`src/rtl/dmem_arbiter.sv`:
```
// dmem_arbiter
//   Two-port arbiter and access sequencer in front of a single data memory
//   (byte address, 32-bit words, synchronous write, combinational read).
//   Accesses are serialised through IDLE -> ACCESS -> RESP. When both ports
//   request at once, the port granted less recently wins.
//   Misaligned addresses (addr[1:0] != 0) suppress the memory write and
//   complete with err = 1 and rd = 0.
//
//   Handshake: a requester raises pX_req with we/addr/wd stable and holds
//   them until the one-cycle pX_ack pulse. pX_rd and pX_err are valid only
//   while pX_ack is high. If req is still high in the cycle after ack, that
//   is a new request, and its fields must already hold the new values.
//
// Ports
//   clk, rst_n                      clock, asynchronous active-low reset
//   p0_req/we/addr/wd               port 0 request (core load/store path)
//   p0_ack/err/rd                   port 0 completion, error flag, read data
//   p1_*                            same set of signals for port 1 (debug/loader)
//   mem_we/mem_addr/mem_wd          outputs to the memory
//   mem_rd                          combinational read data from the memory
//   dbg_state                       current FSM state (0 IDLE, 1 ACCESS, 2 RESP)
module dmem_arbiter #(
   parameter int ADDR_W = 10,
   parameter int DATA_W = 32
) (
   input  logic              clk,
   input  logic              rst_n,
   input  logic              p0_req,
   input  logic              p0_we,
   input  logic [ADDR_W-1:0] p0_addr,
   input  logic [DATA_W-1:0] p0_wd,
   output logic              p0_ack,
   output logic              p0_err,
   output logic [DATA_W-1:0] p0_rd,
   input  logic              p1_req,
   input  logic              p1_we,
   input  logic [ADDR_W-1:0] p1_addr,
   input  logic [DATA_W-1:0] p1_wd,
   output logic              p1_ack,
   output logic              p1_err,
   output logic [DATA_W-1:0] p1_rd,
   output logic              mem_we,
   output logic [ADDR_W-1:0] mem_addr,
   output logic [DATA_W-1:0] mem_wd,
   input  logic [DATA_W-1:0] mem_rd,
   output logic [1:0]        dbg_state
);

   typedef enum logic [1:0] {
      IDLE   = 2'd0,
      ACCESS = 2'd1,
      RESP   = 2'd2
   } state_t;

   state_t              state_q;
   logic                last_gnt_q;
   logic                gnt_id_q;
   logic                cap_we_q;
   logic [ADDR_W-1:0]   cap_addr_q;
   logic [DATA_W-1:0]   cap_wd_q;
   logic [DATA_W-1:0]   rd_q;
   logic                err_q;
   logic                mem_we_q;
   logic                p0_ack_q;
   logic                p1_ack_q;

   // Grant selection for the IDLE state
   logic                gnt_d;
   logic                sel_we_d;
   logic [ADDR_W-1:0]   sel_addr_d;
   logic [DATA_W-1:0]   sel_wd_d;
   logic                cap_aligned;

   always_comb begin
      gnt_d = 1'b0;
      if (p0_req && p1_req) begin
         // Tie: grant the port that did not win last time
         gnt_d = ~last_gnt_q;
      end else if (p1_req) begin
         gnt_d = 1'b1;
      end
      sel_we_d   = gnt_d ? p1_we   : p0_we;
      sel_addr_d = gnt_d ? p1_addr : p0_addr;
      sel_wd_d   = gnt_d ? p1_wd   : p0_wd;
   end

   assign cap_aligned = (cap_addr_q[1:0] == 2'b00);

   always_ff @(posedge clk or negedge rst_n) begin
      if (!rst_n) begin
         state_q    <= IDLE;
         last_gnt_q <= 1'b1;
         gnt_id_q   <= 1'b0;
         cap_we_q   <= 1'b0;
         cap_addr_q <= '0;
         cap_wd_q   <= '0;
         rd_q       <= '0;
         err_q      <= 1'b0;
         mem_we_q   <= 1'b0;
         p0_ack_q   <= 1'b0;
         p1_ack_q   <= 1'b0;
      end else begin
         mem_we_q <= 1'b0;
         p0_ack_q <= 1'b0;
         p1_ack_q <= 1'b0;
         case (state_q)
            IDLE: begin
               if (p0_req || p1_req) begin
                  gnt_id_q   <= gnt_d;
                  last_gnt_q <= gnt_d;
                  cap_we_q   <= sel_we_d;
                  cap_addr_q <= sel_addr_d;
                  cap_wd_q   <= sel_wd_d;
                  // Write strobe for the ACCESS cycle, already qualified by
                  // alignment so a misaligned write never reaches memory
                  mem_we_q   <= sel_we_d && (sel_addr_d[1:0] == 2'b00);
                  state_q    <= ACCESS;
               end
            end
            ACCESS: begin
               // Memory read is combinational, so for a write this is the
               // pre-write word
               rd_q     <= cap_aligned ? mem_rd : '0;
               err_q    <= ~cap_aligned;
               p0_ack_q <= ~gnt_id_q;
               p1_ack_q <= gnt_id_q;
               state_q  <= RESP;
            end
            RESP: begin
               state_q <= IDLE;
            end
            default: begin
               state_q <= IDLE;
            end
         endcase
      end
   end

   assign mem_we    = mem_we_q;
   assign mem_addr  = cap_addr_q;
   assign mem_wd    = cap_wd_q;
   assign p0_ack    = p0_ack_q;
   assign p1_ack    = p1_ack_q;
   assign p0_err    = p0_ack_q & err_q;
   assign p1_err    = p1_ack_q & err_q;
   assign p0_rd     = rd_q;
   assign p1_rd     = rd_q;
   assign dbg_state = state_q;

endmodule

```
`config.mk`:
```
export PLATFORM = sky130hd
export DESIGN_NAME = dmem_arbiter
export DESIGN_NICKNAME = d
export VERILOG_FILES = /design/src/rtl/dmem_arbiter.sv
export SDC_FILE = /design/constraint.sdc
export NUM_CORES = 1
export LEC_CHECK = 0
export BUFFER_PORTS_ARGS = -buffer_cell sky130_fd_sc_hd__clkbuf_2
export CAP_MARGIN = 20
export CORE_MARGIN = 2
export CORE_UTILIZATION = 40
export CTS_CLUSTER_SIZE = 25
export DETAILED_ROUTE_END_ITERATION = 10
export HOLD_SLACK_MARGIN = 0.15
export PLACE_DENSITY_LB_ADDON = 0.08
export SLEW_MARGIN = 40
export SYNTH_ARGS = -nofsm -noshare
export SYNTH_HDL_FRONTEND = slang
export SYNTH_SLANG_ARGS = --single-unit
```
`constraint.sdc`:
```
create_clock -name clk -period 2.25 [get_ports clk]
set_input_delay 0.225 -clock clk [delete_from_list [all_inputs] [get_ports clk]]
set_output_delay 0.225 -clock clk [all_outputs]
set_load 0.005 [all_outputs]
```
* After elaboration in Yosys (flattened, before gate mapping)
Index checks and enable logic that the tools add are counted.
** Storage, ports and cells
- Register bits :: 82
** Cells by class
- Equal/unequal tests :: 2
- Muxes and demuxes :: 12
- Bitwise gates (word level) :: 5
- Reduce and logical (&&, ||, !) cells :: 7
** Operator list (number)
- $mux W32 :: 2
- $mux W10 :: 1
- $mux W1 :: 7
- $logic_not A2 Y1 :: 3
- $pmux W2 S2 :: 1
- $not A1 Y1 :: 3
- $and A1 B1 Y1 :: 2
- $eq A2 B1 Y1 const B :: 1
- $logic_and A1 B1 Y1 :: 2
- $mux W2 :: 1
- $ne A2 B2 Y1 const B :: 1
- $reduce_and A2 Y1 :: 1
- $logic_or A1 B1 Y1 :: 1

* Longest topological paths before layout
Gate-level depths: netlist (run 1).
- Word-level depth :: 7
- Mapped depth :: 5
- Gate-level depth less buffers :: 4

* Worst setup path after synthesis (run 1)
Ideal clock, no wire load.
- Kind :: register -> register
- Start point :: reg state_q[1], in the netlist dbg_state[1]
- End point :: reg cap_addr_q[0], in the netlist mem_addr[0]
- Library setup time :: 125 ps
- Stages on the path, launching flop included :: 5
- Period minus slack after synthesis :: 1618 ps
- Data arrival time :: 1494 ps
- Path buffers :: 1
- Data required time :: 2125 ps
- Slack :: 632 ps
- Path through :: dfrtp_1 > or2_2 > nor2_4 > buf_2 > mux2_2
** Between the ends
- Word-level cells in the longest chain between the ends :: 2
** RTL lines
- start, declared :: line 55 : state_t state_q;
- start signal, assigned :: line 91 : state_q <= IDLE;
- start signal, assigned :: line 117 : state_q <= ACCESS;
- start signal, assigned :: line 127 : state_q <= RESP;
- $logic_not A2 Y1 :: line 106 : case (state_q)
- $reduce_and A2 Y1 (no source line)
- end signal, assigned :: line 112 : cap_addr_q <= sel_addr_d;
- end, declared :: line 59 : logic [ADDR_W-1:0] cap_addr_q;
Every way passes these cells.
A chain may end at the register's enable or synchronous reset.

* Final worst setup path (run 1)
- Start point :: in p0_req
- End point :: reg mem_we_q, in the netlist mem_we
** Between the ends
- Word-level cells in the longest chain between the ends :: 7
** RTL lines
- start, declared :: line 28 : input logic p0_req,
- $logic_and A1 B1 Y1 :: line 76 : if (p0_req && p1_req) begin
- $mux W1 :: line 76
- $mux W10 :: line 83 : sel_addr_d = gnt_d ? p1_addr : p0_addr;
- $logic_not A2 Y1 :: line 116 : mem_we_q <= sel_we_d && (sel_addr_d[1:0] == 2'b00);
- $logic_and A1 B1 Y1 :: line 116
- $mux W1 (*) :: line 108 : if (p0_req || p1_req) begin
- $mux W1 (*) :: line 106
- end signal, assigned :: line 116
- end, declared :: line 63 : logic mem_we_q;
Mark *: on every way between the ends. The rest lies on a longest branch, timed or not.

==> flow_metrics.py, run 1 <==
metrics = {
    "outcome": {
        "status": "finished clean",
    },
    "die": {
        "io_pins": 235,
        "fp-row-count": 35,
        "die_w_um": 101.1,
        "initial_core_util_pct": 41.05,
        "chipHeight_um": 101.1,
        "die-area_sq_um": 10230,
        "floorplan.core_area_sq_um": 9196,
    },
    "worst_setup_path": {
        "critical_path_buf_inv_count": 4,
        "cpMostUsedCell": "buf_4",
        "path_cells": "dlygate4sd3_1 -> clkbuf_2 -> a21bo_1 -> buf_4 -> buf_4 -> or3b_1 -> a211oi_2",
        "worst-r2r-cell-count": 4,
        "critical_path_required_ns": 2.50,
        "crit_path_start_kind": "input pin",
        "ff2ff_setup_slack_ns": 0.51,
        "critPathCaptureType": "register",
        "critical-path-top-delay-family": "buffers and inverters",
        "max_stage_delay_ns": 0.54,
        "max_fanout_on_critical_path": 20,
        "crit_arrival_ns": 2.04,
        "crit-reg2reg-capture": "mem_wd[30]",
        "path_class": "in -> reg",
        "r2r-start": "last_gnt_q",
        "critical-path-slowest-cell": "dlygate4sd3_1",
    },
    "timing": {
        "final_slew_viol_count": 0,
        "final_hold_viol_count": 0,
        "setup_violations": 0,
        "achievable-frequency_ghz": 0.5569,
        "worst_slew_margin_rel_pct": 60.51,
        "skew_ns": 0.01180,
        "rsz0062_at_grt": "no",
        "worst_hold_slack_ns": 0.1658,
        "worst_slew_pin_slew_ns": 0.5924,
        "final.setup.worst_slack_ns": 0.4543,
        "setup_tns_final_ns": 0,
        "final_min_period_over_clock_period_pct": 79.81,
        "timing.final.crit_period_ns": 1.796,
    },
    "place": {
        "port_buf_inserts": 234,
        "dpl_worst_slack_ns": 0.5125,
        "place.detailed.hpwl_um": 6633,
        "place_congestion": 0.7696,
    },
    "power": {
        "irDropWorstVdd_uv": 525.5,
        "pwr-share-comb_pct": 42.3,
        "report.power.total_mw": 6.595,
        "seq_power_share_pct": 41.4,
        "internal_power_mw": 4.407,
        "swShare_pct": 33.17,
        "cellPowerDensity_nw_per_um2": 1226,
        "cellLeakagePower_nw": 2.815,
        "power_switching_mw": 2.188,
        "clock_power_share_pct": 16.3,
    },
    "logic_synthesis": {
        "synth.yosys.seq_area_share_pct": 54.39,
        "synth_compound_gate_area_share_pct": 8.949,
        "synth_area_leaders": "dfrtp_1, mux2_2, a22o_1",
        "share_of_async_settable_or_async_resettable_flops_after_synthesis_pct": 100.0,
        "yosys.area_share.adder_pct": 0,
        "synthesis.instances": 271,
        "synth_xor_xnor_area_share_pct": 0,
        "main_combinational_cell_family_by_area_after_synthesis": "multiplexers",
        "synth-edff-count": 0,
        "synth.cell_area_sq_um": 3775,
        "synth.ff_latch_count": 82,
        "synth_area_per_cell_sq_um": 13.93,
        "synth.top_cell.area_share_pct": 53.70,
        "multiplexer_fraction_of_the_synthesized_cell_area_pct": 24.46,
        "synth_fp_nets": 393,
        "yosys_warnings": 0,
        "dominantRegCellSynth": "dfrtp_1",
        "synth-simple-area-share_pct": 2.817,
        "synthMostInstantiatedCell": "dfrtp_1",
        "netlist-cell-type-count": 28,
        "synthTopCellsByCount": "dfrtp_1, mux2_2, a22o_1, buf_4",
        "synthDominantAreaCellType": "dfrtp_1",
    },
    "job": {
        "maxCapViolCount": 0,
    },
    "global_routing": {
        "grt.total_usage_pct": 17.26,
        "grt_antenna_before_repair": 0,
        "first_pass_grt_wire_length_um": 13720,
        "first_global_vias": 2839,
        "grt_start_max_net_pins": 48,
        "global_route_congestion_overflow_total": 0,
    },
    "clock_network": {
        "cts_post_setup_buffers_inserted": 0,
        "cts_tree": "yes",
        "clkSlewWorstSetupHoldPaths_ns": 0.08,
        "cts_made_buffers": 9,
        "clk-insertion-delay-late_ns": 0.35,
        "ctsRootBufferMaster": "clkbuf_8",
        "cts_max_level": 3,
        "cts-root-to-sink-buffers": 2,
        "number_of_clock_sinks_seen_by_cts": 82,
    },
    "cells_and_area": {
        "drive_above_1_share_pct": 65.57,
        "nFillCells": 808,
        "final_util_pct": 58.52,
        "count_of_antenna_diodes_in_the_layout": 0,
        "layout-area-overhead-vs-synth_pct": 42.56,
        "total_number_of_nets_in_the_final_design": 634,
    },
    "detailed_routing": {
        "drtAntennaViolNets": 0,
        "detail_route.wl_per_cell_um": 14.46,
        "remaining_drc_errors": 0,
        "routed-via-count": 2966,
        "dr_iter_0_viols": 27,
        "dr.pass1.iters": 4,
        "viasPerCell": 4.723,
        "finalWirelength_um": 9079,
    },
    "worst_hold_path": {
        "min_path_cells": 3,
        "hold_path_end": "last_gnt_q",
        "hp-start": "p1_req",
        "worstHoldPathType": "in -> reg",
    },
}
## layer usage
layer / GRT usage [%] / wire, um / vias to the layer above
met5: 0 / 0 / -
met4: 5.925 / 66 / 0
met3: 3.244 / 573 / 5
met2: 29.04 / 4654 / 136
met1: 22.48 / 3785 / 1404
li1: - / - / 1421
## cell usage in the layout (no fill, tap or decap)
cell,count
a211oi_2,1
a21bo_1,1
a21oi_1,2
a22o_1,32
a31oi_1,1
and2_0,1
and2_1,2
buf_12,1
buf_4,9
bufinv_16,1
clkbuf_1,1
clkbuf_2,233
clkbuf_8,10
clkinv_4,1
clkinvlp_4,2
dfrtp_1,81
dfstp_2,1
dlygate4sd3_1,35
inv_1,2
inv_6,1
mux2_1,6
mux2_2,76
nand2b_1,1
nand3_1,1
nor2_1,7
nor2_4,1
nor2b_1,1
nor3_4,1
o32a_1,1
o32ai_1,1
or2_2,1
or2b_1,1
or3b_1,1
## through the flow
stage	instance area (sq um)	std cells
2_1_floorplan	3775	271
3_3_place_gp	4827	577
3_5_place_dp	4827	577
4_1_cts	5381	628
5_1_grt	5381	628
6_report	5381	628
## area by class of cell
cell class	instances	area, sq um	share of cell area [%]
sequential	82	2053	38.15
tap	111	138.9	2.581
multi-input combinational	139	1374	25.53
clock inverter	5	62.56	1.163
timing repair buffer	278	1604	29.81
inverter	2	7.507	0.1395
clock buffer	11	141.4	2.627
## power by group through the flow
stage / registers [mW] / clock network (mW) / logic, mW
floorplan: 2.74 / 0 / 1.74
global placement: 2.74 / 0 / 2.77
detailed placement: 2.75 / 0 / 2.80
CTS: 2.74 / 1.12 / 2.84
global route: 2.84 / 1.18 / 3.06
finish: 2.73 / 1.08 / 2.79
## sequential cells by signal, indices dropped and copies added (netlist names)
register / flops
mem_wd: 32
p0_rd: 32
mem_addr: 10
dbg_state: 2
err_q: 1
gnt_id_q: 1
last_gnt_q: 1
mem_we: 1
p0_ack: 1
p1_ack: 1
## kinds of logic (layout without fill, tap and decap cells)
family                 after synthesis  after routing
buffers and inverters               50            296
flip-flops                          82             82
AND/OR/NAND/NOR                     18             18
multiplexers                        82             82
AO/OA/AOI/OAI                       39             39
## how the worst max path moves through the flow
stage                  from     endpoint  slack, ns  cells after the start
2_1_floorplan  dbg_state[1]  mem_addr[0]       0.63                      4
3_3_place_gp     last_gnt_q  mem_addr[6]       0.55                      4
3_5_place_dp     last_gnt_q  mem_addr[7]       0.51                      4
4_1_cts              p0_req       mem_we       0.45                      7
5_1_grt              p0_req       mem_we       0.40                      7
6_report             p0_req       mem_we       0.45                      7
## repair_timing
action,CTS,global route
hold buffers,35,0
resized for setup,0,0
hold endpoints to repair,78,0
## worst register-to-register path, cell delays in order (launching register included)
cell and delay, ns:
dfstp_2 0.56, a21bo_1 0.13, buf_4 0.28, mux2_2 0.39, mux2_2 0.26
(Power assumes the default switching activity.)
==> inputs of run 2 (changes only) <==
- clock period: 2.25 -> 1.8 ns (I/O delays scaled with it)
==> run 2 against run 1 <==
Effect of this change:
- final cell count up 0.32%
- routed wire length is 2.2% higher
- clock skew about the same
- clock power up 39%
- utilization grew 1.0 points
- via count grew 1.9%
- non-clock buffer count up 2
- final area increased by 1.8%
- sequential share of layout area shrank 0.67 points
- largest power group unchanged
==> flow_metrics.py, run 2 (synthesis gave the netlist of run 1 again) <==
metrics = {
    "outcome": {
        "status": "finished clean",
    },
    "timing": {
        "skew_ns": 0.01169,
        "timing.final.crit_period_ns": 1.707,
        "setup_violations": 0,
        "final_min_period_over_clock_period_pct": 94.84,
        "worst_slew_margin_rel_pct": 66.65,
        "final_slew_viol_count": 0,
        "setup_tns_final_ns": 0,
        "final_hold_viol_count": 0,
        "worst_slew_pin_slew_ns": 0.5003,
        "achievable-frequency_ghz": 0.5858,
        "rsz0062_at_grt": "no",
    },
    "worst_setup_path": {
        "max_fanout_on_critical_path": 24,
        "cpMostUsedCell": "mux2_2",
        "critical_path_required_ns": 2.03,
        "critical-path-top-delay-family": "multiplexers",
        "critPathCaptureType": "register",
        "critical-path-slowest-cell": "dfstp_2",
        "max_stage_delay_ns": 0.56,
        "critical_path_buf_inv_count": 1,
        "path_cells": "a21bo_1 -> buf_12 -> mux2_2 -> mux2_2",
        "crit_path_start_kind": "register",
        "crit_arrival_ns": 1.93,
        "path_class": "reg -> reg",
    },
    "detailed_routing": {
        "remaining_drc_errors": 0,
        "detail_route.wl_per_cell_um": 14.73,
        "routed-via-count": 3021,
        "dr_iter_0_viols": 56,
        "finalWirelength_um": 9283,
        "viasPerCell": 4.795,
        "drtAntennaViolNets": 0,
        "dr.pass1.iters": 4,
    },
    "die": {
        "die_w_um": 101.1,
        "initial_core_util_pct": 41.05,
        "chipHeight_um": 101.1,
        "io_pins": 235,
        "fp-row-count": 35,
        "die-area_sq_um": 10230,
        "floorplan.core_area_sq_um": 9196,
    },
    "clock_network": {
        "cts_tree": "yes",
        "ctsResizeCount": 0,
        "clkSlewWorstSetupHoldPaths_ns": 0.08,
        "cts_made_buffers": 9,
        "number_of_clock_sinks_seen_by_cts": 82,
        "clk-insertion-delay-late_ns": 0.34,
        "cts_max_level": 3,
        "cts-root-to-sink-buffers": 2,
        "ctsRootBufferMaster": "clkbuf_8",
    },
    "place": {
        "place_congestion": 0.7765,
        "place.detailed.hpwl_um": 6789,
        "place.detailed.instances": 577,
        "port_buf_inserts": 234,
        "post_dp_cell_area_sq_um": 4877,
    },
    "global_routing": {
        "global_route_congestion_overflow_total": 0,
        "grt_antenna_before_repair": 0,
        "first_global_vias": 2995,
        "grt_start_max_net_pins": 40,
        "first_pass_grt_wire_length_um": 14360,
        "grt.total_usage_pct": 18.03,
    },
    "cells_and_area": {
        "nFillCells": 800,
        "total_number_of_nets_in_the_final_design": 636,
        "count_of_antenna_diodes_in_the_layout": 0,
        "layout-area-overhead-vs-synth_pct": 45.11,
        "final_util_pct": 59.56,
        "final_design_area_no_fill_sq_um": 5478,
        "layoutNonFillerInstCount": 630,
        "layout_common_cells": "clkbuf_2, dfrtp_1, mux2_2, dlygate4sd3_1, a22o_1",
        "drive_above_1_share_pct": 65.32,
        "final_common_cell": "clkbuf_2",
    },
    "power": {
        "cellPowerDensity_nw_per_um2": 1551,
        "irDropWorstVdd_uv": 852.4,
        "cellLeakagePower_nw": 2.853,
    },
    "job": {
        "maxCapViolCount": 0,
    },
    "worst_hold_path": {
        "worstHoldPathType": "in -> reg",
    },
}
[run 2: changes by cell type in the layout (fill, tap and decap cells not counted), sizes merged]
cell,before,now
clkinv,1,0
clkbuf,244,245
dlygate4sd3,35,37
bufinv,1,2
inv,3,2
[run 2: where the power goes]
group	switching, mW	leakage, nW	internal [mW]
clock	0.645	0.109	0.858
sequential	0.633	1.02	2.78
combinational	1.47	1.72	2.11
total	2.75	2.85	5.75
[run 2: worst register-to-register path: stages, from the launching register on]
cell and delay (ns):
dfstp_2 0.56, a21bo_1 0.21, buf_12 0.20, mux2_2 0.37, mux2_2 0.26
[run 2: metrics by stage]
stage,worst slack [ns],hold WS (ns),total power [mW]
detailed placement,0.1104,0.1855,7.002
floorplan,0.1815,-0.1156,5.602
CTS,0.09219,0.1555,8.628
finish,0.09293,0.1651,8.495
global placement,0.1403,0.1911,6.929
global route,0.05210,0.1694,9.100
[run 2: area by class of cell]
cell class	count	area (sq um)	share of cell area, %
Inverter	2	7.507	0.1370
Clock inverter	4	75.07	1.370
Multi-Input combinational cell	139	1374	25.08
Clock buffer	12	155.1	2.832
Sequential cell	82	2053	37.48
Tap cell	111	138.9	2.535
Timing Repair Buffer	280	1674	30.56
[run 2: layer usage]
metal / share of wire (%) / GRT usage, % / up-vias / routed length [um]
li1: - / - / 1422 / -
met1: 40 / 21.51 / 1453 / 3734
met2: 52 / 32.40 / 134 / 4812
met3: 6.5 / 3.589 / 12 / 600
met4: 1.5 / 6.237 / 0 / 136
met5: 0 / 0 / - / 0
[run 2: final timing paths]
kind / to / slack (ns) / depth (start not counted) / startpoint
worst max-delay path: mem_addr[6] / 0.09 / 4 / last_gnt_q
min in group asynchronous: p0_rd[29] / 0.34 / 2 / rst_n
worst min register to register: p0_ack / 0.44 / 1 / gnt_id_q
worst min-delay path: mem_we / 0.17 / 4 / p0_addr[1]
worst max register to register: mem_addr[6] / 0.09 / 4 / last_gnt_q
max in group asynchronous: p0_rd[4] / 0.88 / 3 / rst_n
[run 2: timing repair]
item	4_1_cts	5_1_grt
setup buffers	0	0
setup endpoints to repair	0	0
endpoints found under the hold margin	70	0
hold buffers	37	0
